`config.mk`:
```
export PLATFORM = sky130hd
export DESIGN_NAME = chunked_adder_flat
export DESIGN_NICKNAME = d
export VERILOG_FILES = /design/src/rtl/adder_pkg.sv /design/src/rtl/chunked_adder_if.sv /design/src/rtl/adder_chunk.sv /design/src/rtl/chunked_adder.sv /design/src/flat_wrapper.sv
export SDC_FILE = /design/constraint.sdc
export NUM_CORES = 1
export LEC_CHECK = 0
export ABC_AREA = 0
export CORE_MARGIN = 2
export CORE_UTILIZATION = 49
export CTS_CLUSTER_DIAMETER = 120
export DETAILED_ROUTE_END_ITERATION = 16
export PLACE_DENSITY = 0.8
export SLEW_MARGIN = 0
export SYNTH_ARGS = -nofsm -noshare
export SYNTH_HDL_FRONTEND = slang
export SYNTH_SLANG_ARGS = --single-unit
export TNS_END_PERCENT = 10
```
`constraint.sdc`:
```
create_clock -name clk -period 4.6 [get_ports clk]
set_input_delay 0.46 -clock clk [delete_from_list [all_inputs] [get_ports clk]]
set_output_delay 0.46 -clock clk [all_outputs]
set_load 0.005 [all_outputs]
```
`src/rtl/adder_pkg.sv`:
```
// Shared types and sizing helpers for the chunked ripple adder.
package adder_pkg;

  typedef enum logic [1:0] {
    IDLE = 2'd0,
    RUN  = 2'd1,
    DONE = 2'd2
  } state_t;

  // Number of chunks an operand is split into.
  function automatic int nchunk(input int width, input int chunk);
    return width / chunk;
  endfunction

  // Chunk counter width: clog2 of the chunk count, never narrower than 1 bit.
  function automatic int cnt_w(input int n);
    return (n <= 1) ? 1 : $clog2(n);
  endfunction

endpackage

```
`src/rtl/chunked_adder_if.sv`:
```
// Operand/result bus of the chunked adder.
//
// Handshake: a transfer happens on a rising clk edge where valid and ready
// are both high. The producer holds valid and its data stable until the
// transfer; the consumer may raise or drop ready at any time. in_* carries
// operands (master -> slave), out_* carries the result (slave -> master).
interface chunked_adder_if #(
  parameter int WIDTH = 32
);
  logic             in_valid;
  logic             in_ready;
  logic [WIDTH-1:0] a;
  logic [WIDTH-1:0] b;
  logic             carry_in;
  logic             sub;
  logic             out_valid;
  logic             out_ready;
  logic [WIDTH-1:0] sum;
  logic             carry_out;
  logic             overflow;

  modport master (
    output in_valid, a, b, carry_in, sub, out_ready,
    input  in_ready, out_valid, sum, carry_out, overflow
  );

  modport slave (
    input  in_valid, a, b, carry_in, sub, out_ready,
    output in_ready, out_valid, sum, carry_out, overflow
  );
endinterface

```
`src/rtl/adder_chunk.sv`:
```
// Combinational CHUNK-bit ripple of full adders. carry_msb_in_o is the carry
// entering the top bit, used by the parent to derive signed overflow.
module adder_chunk #(
  parameter int CHUNK = 8
) (
  input  logic [CHUNK-1:0] a_i,
  input  logic [CHUNK-1:0] b_i,
  input  logic             carry_in_i,
  output logic [CHUNK-1:0] sum_o,
  output logic             carry_out_o,
  output logic             carry_msb_in_o
);

  logic [CHUNK:0] c;

  // Ripple the carry bit by bit through CHUNK full adders.
  always_comb begin
    c     = '0;
    sum_o = '0;
    c[0]  = carry_in_i;
    for (int i = 0; i < CHUNK; i++) begin
      sum_o[i] = a_i[i] ^ b_i[i] ^ c[i];
      c[i+1]   = (a_i[i] & b_i[i]) | (c[i] & (a_i[i] ^ b_i[i]));
    end
  end

  assign carry_out_o    = c[CHUNK];
  assign carry_msb_in_o = c[CHUNK-1];

endmodule

```
`src/rtl/chunked_adder.sv`:
```
// Multi-cycle ripple adder: adds two WIDTH-bit operands CHUNK bits per clock,
// carrying between chunks in a register. Optional macro ADDER_SUB_EN enables
// subtraction (a - b) selected by the sub input at acceptance.
module chunked_adder
  import adder_pkg::*;
#(
  parameter int WIDTH = 32,
  parameter int CHUNK = 8
) (
  input  logic            clk,
  input  logic            reset,
  chunked_adder_if.slave  bus,
  output state_t          state_o
);

  localparam int NCHUNK = nchunk(WIDTH, CHUNK);
  localparam int CW     = cnt_w(NCHUNK);

  if (WIDTH < 1 || CHUNK < 1 || (WIDTH % CHUNK) != 0) begin : g_bad_params
    $error("chunked_adder: WIDTH must be >= 1 and a multiple of CHUNK");
  end

  state_t           state_q, state_d;
  logic [WIDTH-1:0] a_q, a_d;
  logic [WIDTH-1:0] b_q, b_d;
  logic             carry_q, carry_d;
  logic [CW-1:0]    cnt_q, cnt_d;
  logic [WIDTH-1:0] sum_q, sum_d;
  logic             co_q, co_d;
  logic             ov_q, ov_d;

  logic [CHUNK-1:0] ch_a, ch_b, ch_sum;
  logic             ch_co, ch_msb;
  logic             last_chunk;

  assign ch_a       = a_q[cnt_q * CHUNK +: CHUNK];
  assign ch_b       = b_q[cnt_q * CHUNK +: CHUNK];
  assign last_chunk = (cnt_q == CW'(NCHUNK - 1));

  adder_chunk #(.CHUNK(CHUNK)) u_chunk (
    .a_i            (ch_a),
    .b_i            (ch_b),
    .carry_in_i     (carry_q),
    .sum_o          (ch_sum),
    .carry_out_o    (ch_co),
    .carry_msb_in_o (ch_msb)
  );

`ifndef ADDER_SUB_EN
  // Without subtraction support the sub request is intentionally ignored.
  logic unused_sub;
  assign unused_sub = bus.sub;
`endif

  // Next-state logic: accept operands, add one chunk per RUN cycle, hold result.
  always_comb begin
    state_d = state_q;
    a_d     = a_q;
    b_d     = b_q;
    carry_d = carry_q;
    cnt_d   = cnt_q;
    sum_d   = sum_q;
    co_d    = co_q;
    ov_d    = ov_q;
    case (state_q)
      IDLE: begin
        if (bus.in_valid) begin
          a_d     = bus.a;
          b_d     = bus.b;
          carry_d = bus.carry_in;
`ifdef ADDER_SUB_EN
          // a - b as a + ~b + 1; carry_out then reads as "no borrow".
          if (bus.sub) begin
            b_d     = ~bus.b;
            carry_d = 1'b1;
          end
`endif
          cnt_d   = '0;
          state_d = RUN;
        end
      end
      RUN: begin
        sum_d[cnt_q * CHUNK +: CHUNK] = ch_sum;
        carry_d = ch_co;
        cnt_d   = cnt_q + 1'b1;
        if (last_chunk) begin
          co_d    = ch_co;
          ov_d    = ch_msb ^ ch_co;
          state_d = DONE;
        end
      end
      DONE: begin
        if (bus.out_ready) state_d = IDLE;
      end
      default: state_d = IDLE;
    endcase
  end

  // State and datapath registers with synchronous reset.
  always_ff @(posedge clk) begin
    if (reset) begin
      state_q <= IDLE;
      a_q     <= '0;
      b_q     <= '0;
      carry_q <= 1'b0;
      cnt_q   <= '0;
      sum_q   <= '0;
      co_q    <= 1'b0;
      ov_q    <= 1'b0;
    end else begin
      state_q <= state_d;
      a_q     <= a_d;
      b_q     <= b_d;
      carry_q <= carry_d;
      cnt_q   <= cnt_d;
      sum_q   <= sum_d;
      co_q    <= co_d;
      ov_q    <= ov_d;
    end
  end

  assign bus.in_ready  = (state_q == IDLE);
  assign bus.out_valid = (state_q == DONE);
  assign bus.sum       = sum_q;
  assign bus.carry_out = co_q;
  assign bus.overflow  = ov_q;
  assign state_o       = state_q;

endmodule
```
`src/flat_wrapper.sv`:
```
// flat-port wrapper written by rule: the top's interface ports become plain ports
module chunked_adder_flat import adder_pkg::*;
#(
  parameter int WIDTH = 32,
  parameter int CHUNK = 8
)
  (clk, reset, state_o, bus_in_valid, bus_a, bus_b, bus_carry_in, bus_sub, bus_out_ready, bus_in_ready, bus_out_valid, bus_sum, bus_carry_out, bus_overflow);
  chunked_adder_if #(.WIDTH(WIDTH)) bus_i ();
  input  logic clk;
  input  logic reset;
  output state_t state_o;
  input wire logic [$bits(bus_i.in_valid)-1:0] bus_in_valid;
  input wire logic [$bits(bus_i.a)-1:0] bus_a;
  input wire logic [$bits(bus_i.b)-1:0] bus_b;
  input wire logic [$bits(bus_i.carry_in)-1:0] bus_carry_in;
  input wire logic [$bits(bus_i.sub)-1:0] bus_sub;
  input wire logic [$bits(bus_i.out_ready)-1:0] bus_out_ready;
  output wire logic [$bits(bus_i.in_ready)-1:0] bus_in_ready;
  output wire logic [$bits(bus_i.out_valid)-1:0] bus_out_valid;
  output wire logic [$bits(bus_i.sum)-1:0] bus_sum;
  output wire logic [$bits(bus_i.carry_out)-1:0] bus_carry_out;
  output wire logic [$bits(bus_i.overflow)-1:0] bus_overflow;
  assign bus_i.in_valid = bus_in_valid;
  assign bus_i.a = bus_a;
  assign bus_i.b = bus_b;
  assign bus_i.carry_in = bus_carry_in;
  assign bus_i.sub = bus_sub;
  assign bus_i.out_ready = bus_out_ready;
  assign bus_in_ready = bus_i.in_ready;
  assign bus_out_valid = bus_i.out_valid;
  assign bus_sum = bus_i.sum;
  assign bus_carry_out = bus_i.carry_out;
  assign bus_overflow = bus_i.overflow;
  chunked_adder #(.WIDTH(WIDTH), .CHUNK(CHUNK)) u_core (.clk(clk), .reset(reset), .bus(bus_i), .state_o(state_o));
endmodule
```
==> results.toml <==
[logic_synthesis]
yosysSeqAreaShare = 0.4830
yosys.area_share.simple = 0.1635
synthXorXnorAreaFrac = 0.002052
ys_ff_latch = 103
syn-cell-area_um2 = 4269
synth_compound_area_frac = 0.1603
synth_mux_area_frac = 0.08441
synth_cell_types = 28
synth_fp_nets = 530
syn_avg_cell_area_um2 = 9.572
synth_top_family_by_area = "simple AND/OR/NAND/NOR gates"
yosysWarnings = 0
syn_inst = 446
yosys.area_share.adder = 0.05510

[worst_setup_path]
crit_top_cell = "fa_1"
crit_arrival_ns = 4.43
critical_path_class = "flip-flop to flip-flop"
cp.buffers_inverters = 3
critical_path.endpoint_type = "flip-flop"
cp_cell_sequence = "buf_4, mux4_2, inv_1, fa_1, fa_1, fa_1, inv_1, fa_1, fa_1, fa_1, fa_1, nor2b_1, a22o_1"
worst_ep_required_time_ns = 4.91
worstPathMaxFanout = 13
r2r-start = "u_core.cnt_q[0]"
crit_path_start = "u_core.cnt_q[0]"
path_delay_family = "adder cells"
cp-start-kind = "flip-flop"
crit_path_top_delay_cell = "mux4_2"
max_stage_delay_ns = 0.52

[cells_and_area]
final_nets = 626
layout-drive-gt1-share = 0.08775
fin_area_um2 = 5544
area_delta_synth_final_pct = 29.87
fillers = 712
antenna_cells = 0

[grt]
grt_start_max_net_pins = 45
grt_pass1_vias = 3433
antenna_found_initial = 0
grt_pass1_wl_um = 16300
grt_util_all_layers = 0.2123
gr-total-overflow = 0

[route]
antenna_left = 0
wl_per_cell_um = 14.85
routed_wirelength_um = 9726
num_vias = 3493
viasPerCell = 5.333
drt_iter0_markers = 224
drc = 0
drtPass1Iterations = 4

[power_and_ir_drop]
p_leak_nw = 2.033
vdd_drop_max_mv = 0.1660
power_mw = 1.779
p_per_area_nw_per_um2 = 320.8

[clocking]
numCtsBuffers = 9
cts-resized-gates = 0
clk_latency_ns = 0.36
cts_setup_buffers = 0
root_buffer = "clkbuf_8"
htree_num_levels = 3
ctsHoldBuffers = 0
cts_sinks = 103
cts_tree = "built"
path_clk_slew_ns = 0.09
clk_path_buf_depth = 2

[hold_path]
hp-class = "flip-flop to flip-flop"
worstHoldStart = "u_core.b_q[30]"

[timing]
slew_headroom = 0.4477
rsz0062_at_grt = "false"
setup_viol = 0
worstMarginPinSlew_ns = 0.8268
setup_tns_ns = 0
worst_slack_ns = 0.4785
fmax_mhz = 242.6
clock_skew_ns = 0.01124
hold_violations = 0
drv_slew = 0
period_minus_slack_ns = 4.122
timing.hold.ws_ns = 0.4567
period_share = 0.8960

[status]
status = "finished clean"

[die]
die_w_um = 97.34
die_area_um2 = 9475
io_pins = 108
core-area_um2 = 8593
rows = 34
start_util = 0.4968
fp.dieH_um = 97.34

[place]
post-dp-hpwl_um = 7227
dp_slack_ns = 0.4662
io_buffers = 106
dpl_cell_area_um2 = 5354
place.gp.congestion = 0.7917

[job]
drv_cap = 0
## through the flow
stage               cells    util
finish                655  0.6452
global route          655  0.6452
CTS                   655  0.6452
detailed placement    639  0.6230
global placement      639  0.6230
floorplan             446       -
## placed cells by master, fill, tap and decap left out
cell / synthesis / layout
clkdlybuf4s50_1: 0 / 105
or3b_2: 0 / 1
o221a_1: 1 / 1
clkinv_4: 0 / 1
ha_1: 6 / 6
o21ai_0: 1 / 1
nor2b_1: 7 / 7
fa_1: 8 / 8
clkinv_2: 0 / 1
nor3_1: 1 / 1
mux4_2: 16 / 16
clkbuf_1: 8 / 2
a21oi_1: 69 / 69
nor4_4: 2 / 2
nor2_1: 10 / 10
nand3b_1: 1 / 1
inv_1: 13 / 13
nand2b_1: 2 / 2
clkbuf_8: 0 / 9
a211oi_1: 1 / 1
nand3_1: 2 / 2
xor2_1: 1 / 1
nand4bb_1: 1 / 1
dfxtp_1: 103 / 103
nand2_1: 133 / 133
bufinv_16: 0 / 1
buf_2: 14 / 1
buf_4: 0 / 8
clkinvlp_4: 0 / 2
nor3b_2: 1 / 2
a21oi_2: 4 / 4
a22o_1: 32 / 32
## sequential cells by signal, indices dropped and copies added (netlist names)
signal,count
u_core.a_q,32
u_core.b_q,32
u_core.bus.carry_out,1
u_core.bus.overflow,1
u_core.bus.sum,32
u_core.carry_q,1
u_core.cnt_q,2
u_core.state_o,2
## path summary, 6_finish.rpt
check                                           to  slack (ns)  cells after the start
worst max-delay path            u_core.bus.sum[23]        0.48                     13
worst min-delay path                u_core.b_q[30]        0.46                      2
worst max register to register  u_core.bus.sum[23]        0.48                     13
worst min register to register      u_core.b_q[30]        0.46                      2
## logic make-up (layout without fill, tap and decap cells)
kind of cell    Yosys count  after routing
flops                   103            103
fa+ha+maj                14             14
xor+xnor                  1              1
mux                      16             16
buf+inv                  42            143
simple gates            162            162
compound gates          108            108
## layer usage
layer,vias to the layer above,global-route usage,wire length [um]
met4,0,0.06090,172
met5,-,0,0
met1,1662,0.2677,4392
met2,99,0.3665,4705
met3,15,0.04892,456
li1,1717,-,-
## cell type report
class,count,area [um2],area share
clock buffers,11,131.4,0.02370
flip-flops and latches,103,2062,0.3719
well taps,108,135.1,0.02437
inverters,13,48.80,0.008802
clock inverters,5,58.81,0.01061
repair buffers,114,1116,0.2013
multi-input cells,301,1992,0.3593
## worst reg2reg max path, delay by kind of cell (launching register included)
| family | cells | cell delay (ns) |
|---|---|---|
| compound gates | 1 | 0.18 |
| fa+ha+maj | 7 | 2.25 |
| buf+inv | 3 | 0.42 |
| flops | 1 | 0.43 |
| mux | 1 | 0.53 |
| simple gates | 1 | 0.25 |
## where the power goes
part           switching [mW]  internal (mW)
clock network           0.298          0.252
registers              0.0250          0.933
logic                   0.137          0.134
## synthesized netlist by cell type, drive strengths merged
| cell | instances | area share |
|---|---|---|
| nand2 | 133 | 0.12 |
| dfxtp | 103 | 0.48 |
| a21oi | 73 | 0.089 |
| a22o | 32 | 0.066 |
| buf | 21 | 0.033 |
| mux4 | 16 | 0.084 |
| inv | 13 | 0.011 |
| nor2 | 10 | 0.0088 |
| clkbuf | 8 | 0.0070 |
| fa | 8 | 0.038 |
| nor2b | 7 | 0.010 |
| ha | 6 | 0.018 |
| nand2b | 2 | 0.0029 |
| nand3 | 2 | 0.0023 |
| nor3b | 2 | 0.0047 |
| nor4 | 2 | 0.010 |
| a211oi | 1 | 0.0018 |
| nand3b | 1 | 0.0018 |
| nand4bb | 1 | 0.0026 |
| nor3 | 1 | 0.0012 |
| o21ai | 1 | 0.0012 |
| o221a | 1 | 0.0026 |
| or3b | 1 | 0.0021 |
| xor2 | 1 | 0.0021 |
(Power assumes the default switching activity.)
